$ cat config.mk
export PLATFORM = sky130hd
export DESIGN_NAME = lut_bank_cfg_flat
export DESIGN_NICKNAME = d
export VERILOG_FILES = /design/src/rtl/lut_bank_cfg_if.sv /design/src/rtl/lut_bank_cfg.sv /design/src/flat_wrapper.sv
export SDC_FILE = /design/constraint.sdc
export NUM_CORES = 1
export LEC_CHECK = 0
export CORE_MARGIN = 10
export CORE_UTILIZATION = 40
export CTS_CLUSTER_DIAMETER = 40
export DETAILED_ROUTE_END_ITERATION = 8
export PLACE_DENSITY = 0.65
export SYNTH_ARGS = -nofsm -noshare
export SYNTH_HDL_FRONTEND = slang
export SYNTH_SLANG_ARGS = --single-unit
$ cat constraint.sdc
create_clock -name i_clk -period 2.33 [get_ports i_clk]
set_input_delay 0.3495 -clock i_clk [delete_from_list [all_inputs] [get_ports i_clk]]
set_output_delay 0.3495 -clock i_clk [all_outputs]
set_load 0.01 [all_outputs]
$ cat src/rtl/lut_bank_cfg_if.sv
// Bus of one LUT bank: serial config chain and LUT addresses in, LUT results and chain tail out.
// Slave modport is the bank; no backpressure, the chain accepts a bit on any cycle i_cfg_valid is high.
interface lut_bank_cfg_if #(
    parameter int K = 4,
    parameter int N = 4
);
    logic           i_cfg_start;
    logic           i_cfg_valid;
    logic           i_cfg_bit;
    logic [N*K-1:0] i_lut_in;
    logic [N-1:0]   o_data;
    logic           o_cfg_out;
    logic           o_busy;
    logic           o_cfg_valid;

    modport slave (
        input  i_cfg_start, i_cfg_valid, i_cfg_bit, i_lut_in,
        output o_data, o_cfg_out, o_busy, o_cfg_valid
    );

    modport master (
        output i_cfg_start, i_cfg_valid, i_cfg_bit, i_lut_in,
        input  o_data, o_cfg_out, o_busy, o_cfg_valid
    );
endinterface

$ cat src/rtl/lut_bank_cfg.sv
// Bank of N K-input LUTs configured through a double-buffered, daisy-chainable serial shift chain.
// Latency: comb-mode LUTs 0 cycles, registered-mode 1 cycle; no backpressure, bits taken whenever valid in LOAD.
module lut_bank_cfg #(
    parameter int K = 4,
    parameter int N = 4
) (
    input  logic          i_clk,
    input  logic          i_rst,
    lut_bank_cfg_if.slave bus
);
    localparam int TT       = 1 << K;
    localparam int W        = TT + 1;
    localparam int CFG_BITS = N * W;
    localparam int CW       = $clog2(CFG_BITS + 1);

    typedef enum logic [1:0] {
        S_UNCFG,
        S_LOAD,
        S_RUN
    } state_t;

    state_t              state_q, state_d;
    logic [CW-1:0]       cnt_q, cnt_d;
    logic [CFG_BITS-1:0] shadow_q, shadow_d;
    logic [CFG_BITS-1:0] active_q, active_d;
    logic [N-1:0]        oreg_q, oreg_d;
    logic                cfg_out_q, cfg_out_d;
    logic                cfg_valid_q, cfg_valid_d;

    logic [N-1:0]        lut_val;
    logic [N-1:0]        mode;

    for (genvar g = 0; g < N; g++) begin : g_lut
        logic [TT-1:0] tt;
        assign tt         = active_q[g*W +: TT];
        assign lut_val[g] = tt[bus.i_lut_in[g*K +: K]];
        assign mode[g]    = active_q[g*W + TT];
    end

    always_comb begin
        state_d     = state_q;
        cnt_d       = cnt_q;
        shadow_d    = shadow_q;
        active_d    = active_q;
        oreg_d      = oreg_q;
        cfg_out_d   = cfg_out_q;
        cfg_valid_d = cfg_valid_q;

        // Output registers track the active config even while a reload is in flight.
        if (state_q == S_RUN || (state_q == S_LOAD && cfg_valid_q)) begin
            oreg_d = lut_val;
        end

        case (state_q)
            S_UNCFG: begin
                if (bus.i_cfg_start) begin
                    state_d = S_LOAD;
                    cnt_d   = '0;
                end
            end
            S_LOAD: begin
                if (bus.i_cfg_start) begin
                    cnt_d = '0;
                end else if (bus.i_cfg_valid) begin
                    shadow_d  = {bus.i_cfg_bit, shadow_q[CFG_BITS-1:1]};
                    cfg_out_d = shadow_q[0];
                    cnt_d     = cnt_q + 1'b1;
                    if (cnt_q == CW'(CFG_BITS - 1)) begin
                        active_d    = shadow_d;
                        state_d     = S_RUN;
                        cfg_valid_d = 1'b1;
                        oreg_d      = '0;
                    end
                end
            end
            S_RUN: begin
                if (bus.i_cfg_start) begin
                    state_d = S_LOAD;
                    cnt_d   = '0;
                end
            end
            default: begin
                state_d = S_UNCFG;
            end
        endcase
    end

    always_ff @(posedge i_clk) begin
        if (i_rst) begin
            state_q     <= S_UNCFG;
            cnt_q       <= '0;
            shadow_q    <= '0;
            active_q    <= '0;
            oreg_q      <= '0;
            cfg_out_q   <= 1'b0;
            cfg_valid_q <= 1'b0;
        end else begin
            state_q     <= state_d;
            cnt_q       <= cnt_d;
            shadow_q    <= shadow_d;
            active_q    <= active_d;
            oreg_q      <= oreg_d;
            cfg_out_q   <= cfg_out_d;
            cfg_valid_q <= cfg_valid_d;
        end
    end

    assign bus.o_data      = cfg_valid_q ? ((mode & oreg_q) | (~mode & lut_val)) : '0;
    assign bus.o_busy      = (state_q == S_LOAD);
    assign bus.o_cfg_out   = cfg_out_q;
    assign bus.o_cfg_valid = cfg_valid_q;
endmodule

$ cat src/flat_wrapper.sv
// flat-port wrapper written by rule: the top's interface ports become plain ports
module lut_bank_cfg_flat 
#(
    parameter int K = 4,
    parameter int N = 4
)
  (i_clk, i_rst, bus_i_cfg_start, bus_i_cfg_valid, bus_i_cfg_bit, bus_i_lut_in, bus_o_data, bus_o_cfg_out, bus_o_busy, bus_o_cfg_valid);
  lut_bank_cfg_if #(.K(K), .N(N)) bus_i ();
  input  logic i_clk;
  input  logic i_rst;
  input wire logic [$bits(bus_i.i_cfg_start)-1:0] bus_i_cfg_start;
  input wire logic [$bits(bus_i.i_cfg_valid)-1:0] bus_i_cfg_valid;
  input wire logic [$bits(bus_i.i_cfg_bit)-1:0] bus_i_cfg_bit;
  input wire logic [$bits(bus_i.i_lut_in)-1:0] bus_i_lut_in;
  output wire logic [$bits(bus_i.o_data)-1:0] bus_o_data;
  output wire logic [$bits(bus_i.o_cfg_out)-1:0] bus_o_cfg_out;
  output wire logic [$bits(bus_i.o_busy)-1:0] bus_o_busy;
  output wire logic [$bits(bus_i.o_cfg_valid)-1:0] bus_o_cfg_valid;
  assign bus_i.i_cfg_start = bus_i_cfg_start;
  assign bus_i.i_cfg_valid = bus_i_cfg_valid;
  assign bus_i.i_cfg_bit = bus_i_cfg_bit;
  assign bus_i.i_lut_in = bus_i_lut_in;
  assign bus_o_data = bus_i.o_data;
  assign bus_o_cfg_out = bus_i.o_cfg_out;
  assign bus_o_busy = bus_i.o_busy;
  assign bus_o_cfg_valid = bus_i.o_cfg_valid;
  lut_bank_cfg #(.K(K), .N(N)) u_core (.i_clk(i_clk), .i_rst(i_rst), .bus(bus_i));
endmodule
* Word-level counts from Yosys, hierarchy flattened
Index checks and enable logic that the tools add are counted.
Widths: inputs -> output; s select.
** Storage, ports and cells
- Register bits :: 151
- Input bits :: 21
** Cells by class
- $add $sub $neg :: 1
- $lt $le $gt $ge :: 4
- Eq/ne operators :: 8
- Mux-type cells :: 23
- Bitwise logic cells :: 5
- Reductions and logical operators :: 9
** Operators with widths (count)
- $mux 4 :: 6
- $mux 7 :: 3
- $lt 4x5->1 const B :: 4
- $bmux 1 s4 :: 4
- $pmux 7 s2 :: 1
- $and 4x4->4 :: 2
- $mux 2 :: 4
- $reduce_and 4->1 :: 2
- $add 7x1->7 const B :: 1
- $eq 7x7->1 const B :: 1
- $reduce_and 3->1 :: 2
- $mux 1 :: 4
- $ne 2x1->1 const B :: 2
- $ne 2x2->1 const B :: 2
- $not 4->4 :: 1
- $or 4x4->4 :: 1
- $pmux 2 s2 :: 1
- $ne 3x3->1 const B :: 1
- $eq 2x1->1 const B :: 1
- $eq 2x2->1 const B :: 1
- $logic_not 2->1 :: 1
- $reduce_bool 2->1 :: 1
- $reduce_or 2->1 :: 1
- $logic_and 1x1->1 :: 1
- other kinds (2) :: 2

* Longest topological paths before layout
Gate-level depths: netlist of the first run.
- Word-level depth :: 8
- Depth in mapped cells :: 8

* Least setup slack after synthesis of the first run
Ideal clock, no wire load.
- Path kind :: input to output
- Start :: input bus_i_lut_in[2]
- End :: output bus_o_data[0]
- Data arrival time :: 1.550 ns
- Data required time :: 1.980 ns
- Path slack :: 0.431 ns
- Cell stages on the path :: 5
- Buffers on the path :: 1
- Cell sequence :: buf_6 -> mux2i_1 -> mux4_2 -> mux2_2 -> a21oi_1
** Between the ends
- Word-level cells in the longest chain between the ends :: 5
** Ends and longest elaborated chain
- from (decl) :: line flat_wrapper.sv:14 : input wire logic [$bits(bus_i.i_lut_in)-1:0] bus_i_lut_in;
- $bmux 1 s4 :: line lut_bank_cfg.sv:36 : assign lut_val[g] = tt[bus.i_lut_in[g*K +: K]];
- $mux 1 (implied by the code) :: line lut_bank_cfg.sv:36
- $and 4x4->4 :: line lut_bank_cfg.sv:108 : assign bus.o_data = cfg_valid_q ? ((mode & oreg_q) | (~mode & lut_val)) : '0;
- $or 4x4->4 :: line lut_bank_cfg.sv:108
- $mux 4 :: line lut_bank_cfg.sv:108
- to (decl) :: line flat_wrapper.sv:15 : output wire logic [$bits(bus_i.o_data)-1:0] bus_o_data;
No other way between the ends. The select of a mux whose other input is x is not followed.

* Worst setup path in the final report of the first run
- Start :: register u_core.active_q[32]
- End :: output bus_o_data[1]
** Between the ends
- Word-level cells in the longest chain between the ends :: 5
** Ends and longest elaborated chain
- from (decl) :: line lut_bank_cfg.sv:25 : logic [CFG_BITS-1:0] active_q, active_d;
- from (signal assigned) :: line lut_bank_cfg.sv:101 : active_q <= active_d;
- $bmux 1 s4 :: line lut_bank_cfg.sv:36
- $mux 1 (implied by the code) :: line lut_bank_cfg.sv:36
- $and 4x4->4 :: line lut_bank_cfg.sv:108
- $or 4x4->4 :: line lut_bank_cfg.sv:108
- $mux 4 :: line lut_bank_cfg.sv:108
No other way between the ends. The select of a mux whose other input is x is not followed.

==> results of run 1 <==
## logic make-up after synthesis
| family | Yosys count |
|---|---|
| DFF | 151 |
| and+or+nand+nor | 310 |
| xor gates and xnor gates | 5 |
| muxes | 44 |
| AOI/OAI and AO/OA | 159 |
| buffers and inverters | 58 |
| adders and majority gates | 1 |
## area by class of cell
| class | instances | area [um^2] | area share [%] |
|---|---|---|---|
| inverter | 6 | 22.5 | 0.319 |
| clock buffer | 20 | 447 | 6.33 |
| timing repair buffer | 46 | 455 | 6.46 |
| clock inverter | 12 | 153 | 2.16 |
| tap | 184 | 230 | 3.26 |
| sequential | 151 | 3030 | 43.0 |
| multi-input combinational | 519 | 2710 | 38.5 |
## registers in the layout, summed over array words and instances (netlist names)
register	flops
u_core.bus.o_cfg_valid	1
u_core.active_q	68
u_core.shadow_q	68
u_core.cnt_q	7
u_core.oreg_q	4
u_core.state_q	2
u_core.bus.o_cfg_out	1
## placed cells by master (no fill, tap or decap), types with 3 or more instances in the layout
cell type and instances:
buf_6 5, clkbuf_16 17, nor3_1 3, dfxtp_2 8
a21oi_2 3, buf_2 3, nand3_1 3, mux2_4 4
clkinv_4 4, buf_4 12, clkdlybuf4s50_1 14, mux2i_1 32
nand2_1 278, bufinv_16 3, buf_12 4, mux4_2 8
clkinv_2 4, dlygate4sd2_1 7, a2111oi_2 4, nor2_1 13
xnor2_1 5, dfxtp_1 143, inv_1 6, o21ai_0 6
a21oi_1 142
## through the flow
| stage | worst slack [ns] | setup TNS, ns | power [W] | hold slack [ns] |
|---|---|---|---|---|
| 3_3_place_gp | -0.699 | -2.45 | 0.00281 | 0.438 |
| 6_report | 0.0529 | 0 | 0.00550 | 0.400 |
| 3_5_place_dp | -0.752 | -2.75 | 0.00282 | 0.450 |
| 2_1_floorplan | 0.431 | 0 | 0.00275 | 0.432 |
| 4_1_cts | 0.0216 | 0 | 0.00556 | 0.386 |
| 5_1_grt | -0.0103 | -0.0103 | 0.00568 | 0.406 |
## metal layers
| metal | track usage [%] | vias up | part of all wire [%] |
|---|---|---|---|
| li1 | - | 2432 | - |
| met1 | 15.2 | 2315 | 44 |
| met2 | 21.2 | 88 | 49 |
| met3 | 3.50 | 17 | 5.0 |
| met4 | 6.67 | 0 | 1.8 |
| met5 | 0 | - | 0 |
## worst max path at each step
stage / start / end
after global routing: bus_i_lut_in[2] / bus_o_data[0]
after CTS: u_core.active_q[13]$_SDFFE_PP0P_ / bus_o_data[0]
after floorplan: bus_i_lut_in[2] / bus_o_data[0]
final: u_core.active_q[32]$_SDFFE_PP0P_ / bus_o_data[1]
after detailed placement: bus_i_lut_in[6] / bus_o_data[1]
after global placement: bus_i_lut_in[6] / bus_o_data[1]
## what timing repair did
action | 4_1_cts | 5_1_grt
pin swaps | 3 | 0
setup buffers | 2 | 0
setup endpoints to repair | 4 | 4
resized for setup | 37 | 9
## report_power, final
part	internal, W	total (W)	switching (W)
Sequential	0.00259	0.00259	0.00000462
Combinational	0.0000690	0.000170	0.000101
Clock	0.00171	0.00274	0.00103
Total	0.00436	0.00550	0.00114
## worst register-to-register path, delay by kind of cell, from the launching register on
family	cells	cell delay (ns)
AOI/OAI and AO/OA	1	0.17
DFF	1	0.36
buffers and inverters	1	0.27
and+or+nand+nor	3	1.08
==> results.yml, run 1 <==
critical_path:
  crit_arrival_ns: 1.93
  cp_slowest_cell: "mux4_2"
  r2r_slack_ns: 0.36
  path_depth: 5
  path_class: "flop to output port"
  crit_fanout: 2
  crit_buf_inv: 1
  r2r-start: "u_core.cnt_q[2]$_SDFFE_PP0P_"
  crit_family: "multiplexers"
  crit_chain: "mux2i_1 -> mux4_2 -> mux2_4 -> a21oi_4 -> buf_6"
  worstPathRequired_ns: 1.98
  worstReg2RegEnd: "u_core.active_q[20]$_SDFFE_PP0P_"
  critPathCaptureType: "output port"
  slowest_delay_ns: 0.48
  r2r_cells: 5
  worstSetupStartpointType: "flop"
flow_run:
  maxCapViolCount: 0
timing:
  slew_headroom_pct: 41.0
  clock_skew_ns: 0.00898
  setup_violations: 0
  min_period_ns: 2.28
  rsz0062_at_grt: "yes"
  hold_viol_final: 0
  max_freq_mhz: 439
  tightest_slew_ns: 0.879
  finalMaxSlewViolations: 0
  period_share_pct: 97.7
floorplanning:
  fp.dieArea_um2: 20100
  die_w_um: 142
  core_area_um2: 14500
  boundaryPins: 28
  num_rows: 44
  start_util_pct: 40.9
  die_h_um: 142
yosys:
  synthArstFlopShare_pct: 0
  ys_warn_count: 0
  synth_top_family_by_area: "simple AND/OR/NAND/NOR gates"
  synthTopCellsByCount: "nand2_1, dfxtp_1, a21oi_1"
  synthXorXnorAreaFrac_pct: 0.737
  synth_ff_type: "dfxtp_1"
  synth.avg_cell_area_um2: 8.16
  yosys.area_share.adder_pct: 0.211
  yosysTopAreaCellShare_pct: 50.9
  ys_types: 30
  synthMuxAreaShare_pct: 9.18
  synth_edf_count: 0
  synth_area_leaders: "dfxtp_1, nand2_1, a21oi_1"
  synth-compound-area-share_pct: 14.2
  post-synth-top-area-cell: "dfxtp_1"
  postSynthCellCount: 728
  ys_ff_latch: 151
  syn-cell-area_um2: 5940
  synth.most_common_cell: "nand2_1"
  synth-simple-area-share_pct: 20.4
  synth_nets: 750
  yosysSeqAreaShare_pct: 50.9
global_route:
  grt_start_max_net_pins: 70
  globalRouteOverflowTotal: 0
  grt_pass1_vias: 4600
  grt_use_total_pct: 12.9
  antenna_found_initial: 0
  grt_pass1_wl_mm: 21.4
routing:
  finalWirelength_mm: 12.7
  drt-pass1-iter-count: 4
  detail-route-antenna-nets: 0
  first_iter_violations: 370
  vias: 4852
  avgViaCountPerCell: 5.17
  route.detailed.drc: 0
  wl_per_cell_um: 13.5
place:
  dp_hpwl_mm: 7.98
  place_congestion: 0.786
  place_area_um2: 6400
  port_buffers: 27
  dpl.cell_count: 904
clock_network:
  numCtsBuffers: 17
  clk_path_buf_depth: 2
  hold_buffers: 0
  clk_latency_ns: 0.42
  htree_levels: 4
  clkTransAtPathRegs_ns: 0.06
  root_buffer: "clkbuf_16"
  cts_sinks: 151
  cts_tree: "done"
finish:
  utilization_pct: 48.5
  fin_area_um2: 7050
  nFillCells: 1362
  stdcell_count: 938
  diodes: 0
  final_nets: 763
  drive_above_1_share_pct: 11.3
  area_growth_pct: 18.7
pwr:
  power_leakage_nw: 2.32
  peakVddDrop_mv: 0.558
  powerDensity_nw_per_um2: 780
status:
  status: "completed"
worst_hold_path:
  min-delay-start: "i_rst"
  min_path_type: "primary input to flop"
  hold_depth: 2
  min_to: "u_core.active_q[36]$_SDFFE_PP0P_"
(Power assumes the default switching activity.)
==> run 2: changes to the inputs <==
--- a/config.mk
+++ b/config.mk
@@ -6,10 +6,11 @@
 export NUM_CORES = 1
 export LEC_CHECK = 0
 export CORE_MARGIN = 10
-export CORE_UTILIZATION = 40
+export CORE_UTILIZATION = 55
 export CTS_CLUSTER_DIAMETER = 40
 export DETAILED_ROUTE_END_ITERATION = 8
-export PLACE_DENSITY = 0.65
+export PLACE_DENSITY = 0.82
+export SLEW_MARGIN = 30
 export SYNTH_ARGS = -nofsm -noshare
 export SYNTH_HDL_FRONTEND = slang
 export SYNTH_SLANG_ARGS = --single-unit
==> run 2 against run 1 <==
The run now ends with negative setup slack left. Largest power group unchanged. Hold slack lost 0.14 ns. Critical path depth is the same. Power shrank 0.29%.
==> results.yml, run 2 (synthesis results as in run 1) <==
status:
  status: "complete, but fails checks"
  violations: "negative setup slack"
clock_network:
  cts_tree: "done"
  cts_sinks: 151
  hold_buffers: 0
  htree_levels: 4
  clk_path_buf_depth: 2
  root_buffer: "clkbuf_8"
  clkTransAtPathRegs_ns: 0.06
  numCtsBuffers: 17
  clk_latency_ns: 0.53
pwr:
  p_int_w: 0.00432
  power.share.combinational_pct: 3.1
  powerDensity_nw_per_um2: 780
  power_frac_seq_pct: 47.2
  clkPwrFrac_pct: 49.7
  swShare_pct: 21.2
  power_leakage_nw: 2.31
  p_switching_w: 0.00116
  peakVddDrop_mv: 0.478
critical_path:
  cp_slowest_cell: "mux4_2"
  crit_arrival_ns: 2.02
  slowest_delay_ns: 0.45
  worstSetupStartpointType: "flop"
  worstPathRequired_ns: 1.98
  r2r_cells: 4
  path_class: "flop to output port"
  crit_fanout: 2
  critPathCaptureType: "output port"
  crit_chain: "mux2i_1 -> mux4_2 -> mux2_4 -> a21oi_2 -> buf_2"
routing:
  avgViaCountPerCell: 5.57
  drt-pass1-iter-count: 5
  route.detailed.drc: 0
  first_iter_violations: 486
  wl_per_cell_um: 14.8
  finalWirelength_mm: 13.2
  vias: 4967
  detail-route-antenna-nets: 0
finish:
  reg_top3: "u_core.active_q: 68 flops, u_core.shadow_q: 68 flops, u_core.cnt_q: 7 flops"
  drive_above_1_share_pct: 15.4
  final_nets: 764
  mostFrequentLayoutCell: "nand2_1"
  area_growth_pct: 18.3
  diodes: 0
  layout_common_cells: "nand2_1, a21oi_1, dfxtp_1, dfxtp_2, mux2i_1"
floorplanning:
  die_h_um: 124
  die_w_um: 124
  num_rows: 37
  start_util_pct: 57.0
  core_area_um2: 10400
  boundaryPins: 28
  fp.dieArea_um2: 15400
timing:
  slew_headroom_pct: 45.2
  worst_slack_ns: -0.0427
  min_period_ns: 2.37
  period_share_pct: 102
  rsz0062_at_grt: "yes"
  hold_ws_ns: 0.256
  tightest_slew_ns: 0.817
  finalMaxSlewViolations: 0
  setup_violations: 2
  max_freq_mhz: 421
  clock_skew_ns: 0.00581
  finalSetupTns_ns: -0.0436
  hold_viol_final: 0
global_route:
  globalRouteOverflowTotal: 0
  antenna_found_initial: 0
  grt_pass1_vias: 4792
  grt_pass1_wl_mm: 22.3
  grt_use_total_pct: 18.2
  grt_start_max_net_pins: 70
flow_run:
  maxCapViolCount: 0
place:
  place_congestion: 0.870
  dpl_worst_slack_ns: -0.606
  port_buffers: 27
  dp_hpwl_mm: 8.00
worst_hold_path:
  hold_depth: 2
  min_path_type: "primary input to flop"
## run 2: cell count changes in the layout (fill, tap and decap cells not counted), sizes merged
cell	change
buf	+1
dlymetal6s2s	-1
clkdlybuf4s50	+3
inv	+1
clkbuf	+2
clkinv	-3
dlygate4sd2	-2
## run 2: power groups by stage
| stage | Clock (W) | Sequential [W] | Combinational [W] |
|---|---|---|---|
| finish | 0.00272 | 0.00259 | 0.000172 |
| floorplan | 0 | 0.00264 | 0.000105 |
| CTS | 0.00275 | 0.00259 | 0.000171 |
| global route | 0.00286 | 0.00259 | 0.000186 |
| global placement | 0 | 0.00265 | 0.000166 |
| detailed placement | 0 | 0.00265 | 0.000170 |
## run 2: path summary, 6_finish.rpt
| path | from | end | slack (ns) |
|---|---|---|---|
| worst max-delay path | u_core.active_q[24]$_SDFFE_PP0P_ | bus_o_data[1] | -0.04 |
| worst min-delay path | i_rst | u_core.bus.o_cfg_valid$_SDFFE_PP0P_ | 0.26 |
| worst max register to register | u_core.state_q[1]$_SDFFE_PP0P_ | u_core.oreg_q[0]$_SDFF_PP0_ | 0.58 |
| worst min register to register | u_core.active_q[13]$_SDFFE_PP0P_ | u_core.active_q[13]$_SDFFE_PP0P_ | 0.45 |
## run 2: layer usage
layer	up-vias	GRT usage, %	share of wire (%)
met5	-	0	0
met4	0	9.21	2.5
met3	25	4.80	5.1
met2	143	30.8	50
met1	2351	20.7	42
li1	2448	-	-
## run 2: critical path: cells and delay by family (launching register included)
kind | cells | cell delay [ns]
mux | 3 | 0.84
compound gates | 1 | 0.14
buf+inv | 1 | 0.15
flops | 1 | 0.36
## run 2: cell type report
type / count / area [um^2]
clock buffers: 22 / 443
clock inverters: 10 / 146
repair buffers: 47 / 469
well taps: 136 / 170
inverters: 6 / 22.5
multi-input cells: 519 / 2710
flip-flops and latches: 151 / 3070
fillers: 784 / 3390
## run 2: metrics by stage
step,util [%],cell area (um^2),power (W),instances
finish,67.5,7030,0.00549,891
global route,67.5,7030,0.00563,891
CTS,67.3,7010,0.00551,890
detailed placement,61.0,6360,0.00282,857
global placement,61.0,6360,0.00281,857
floorplan,-,5940,0.00275,728
## run 2: repair_timing
action / CTS / global route
setup buffers: 1 / 1
endpoints found under the setup margin: 4 / 4
gates resized for setup: 65 / 8
pin swaps: 3 / 1
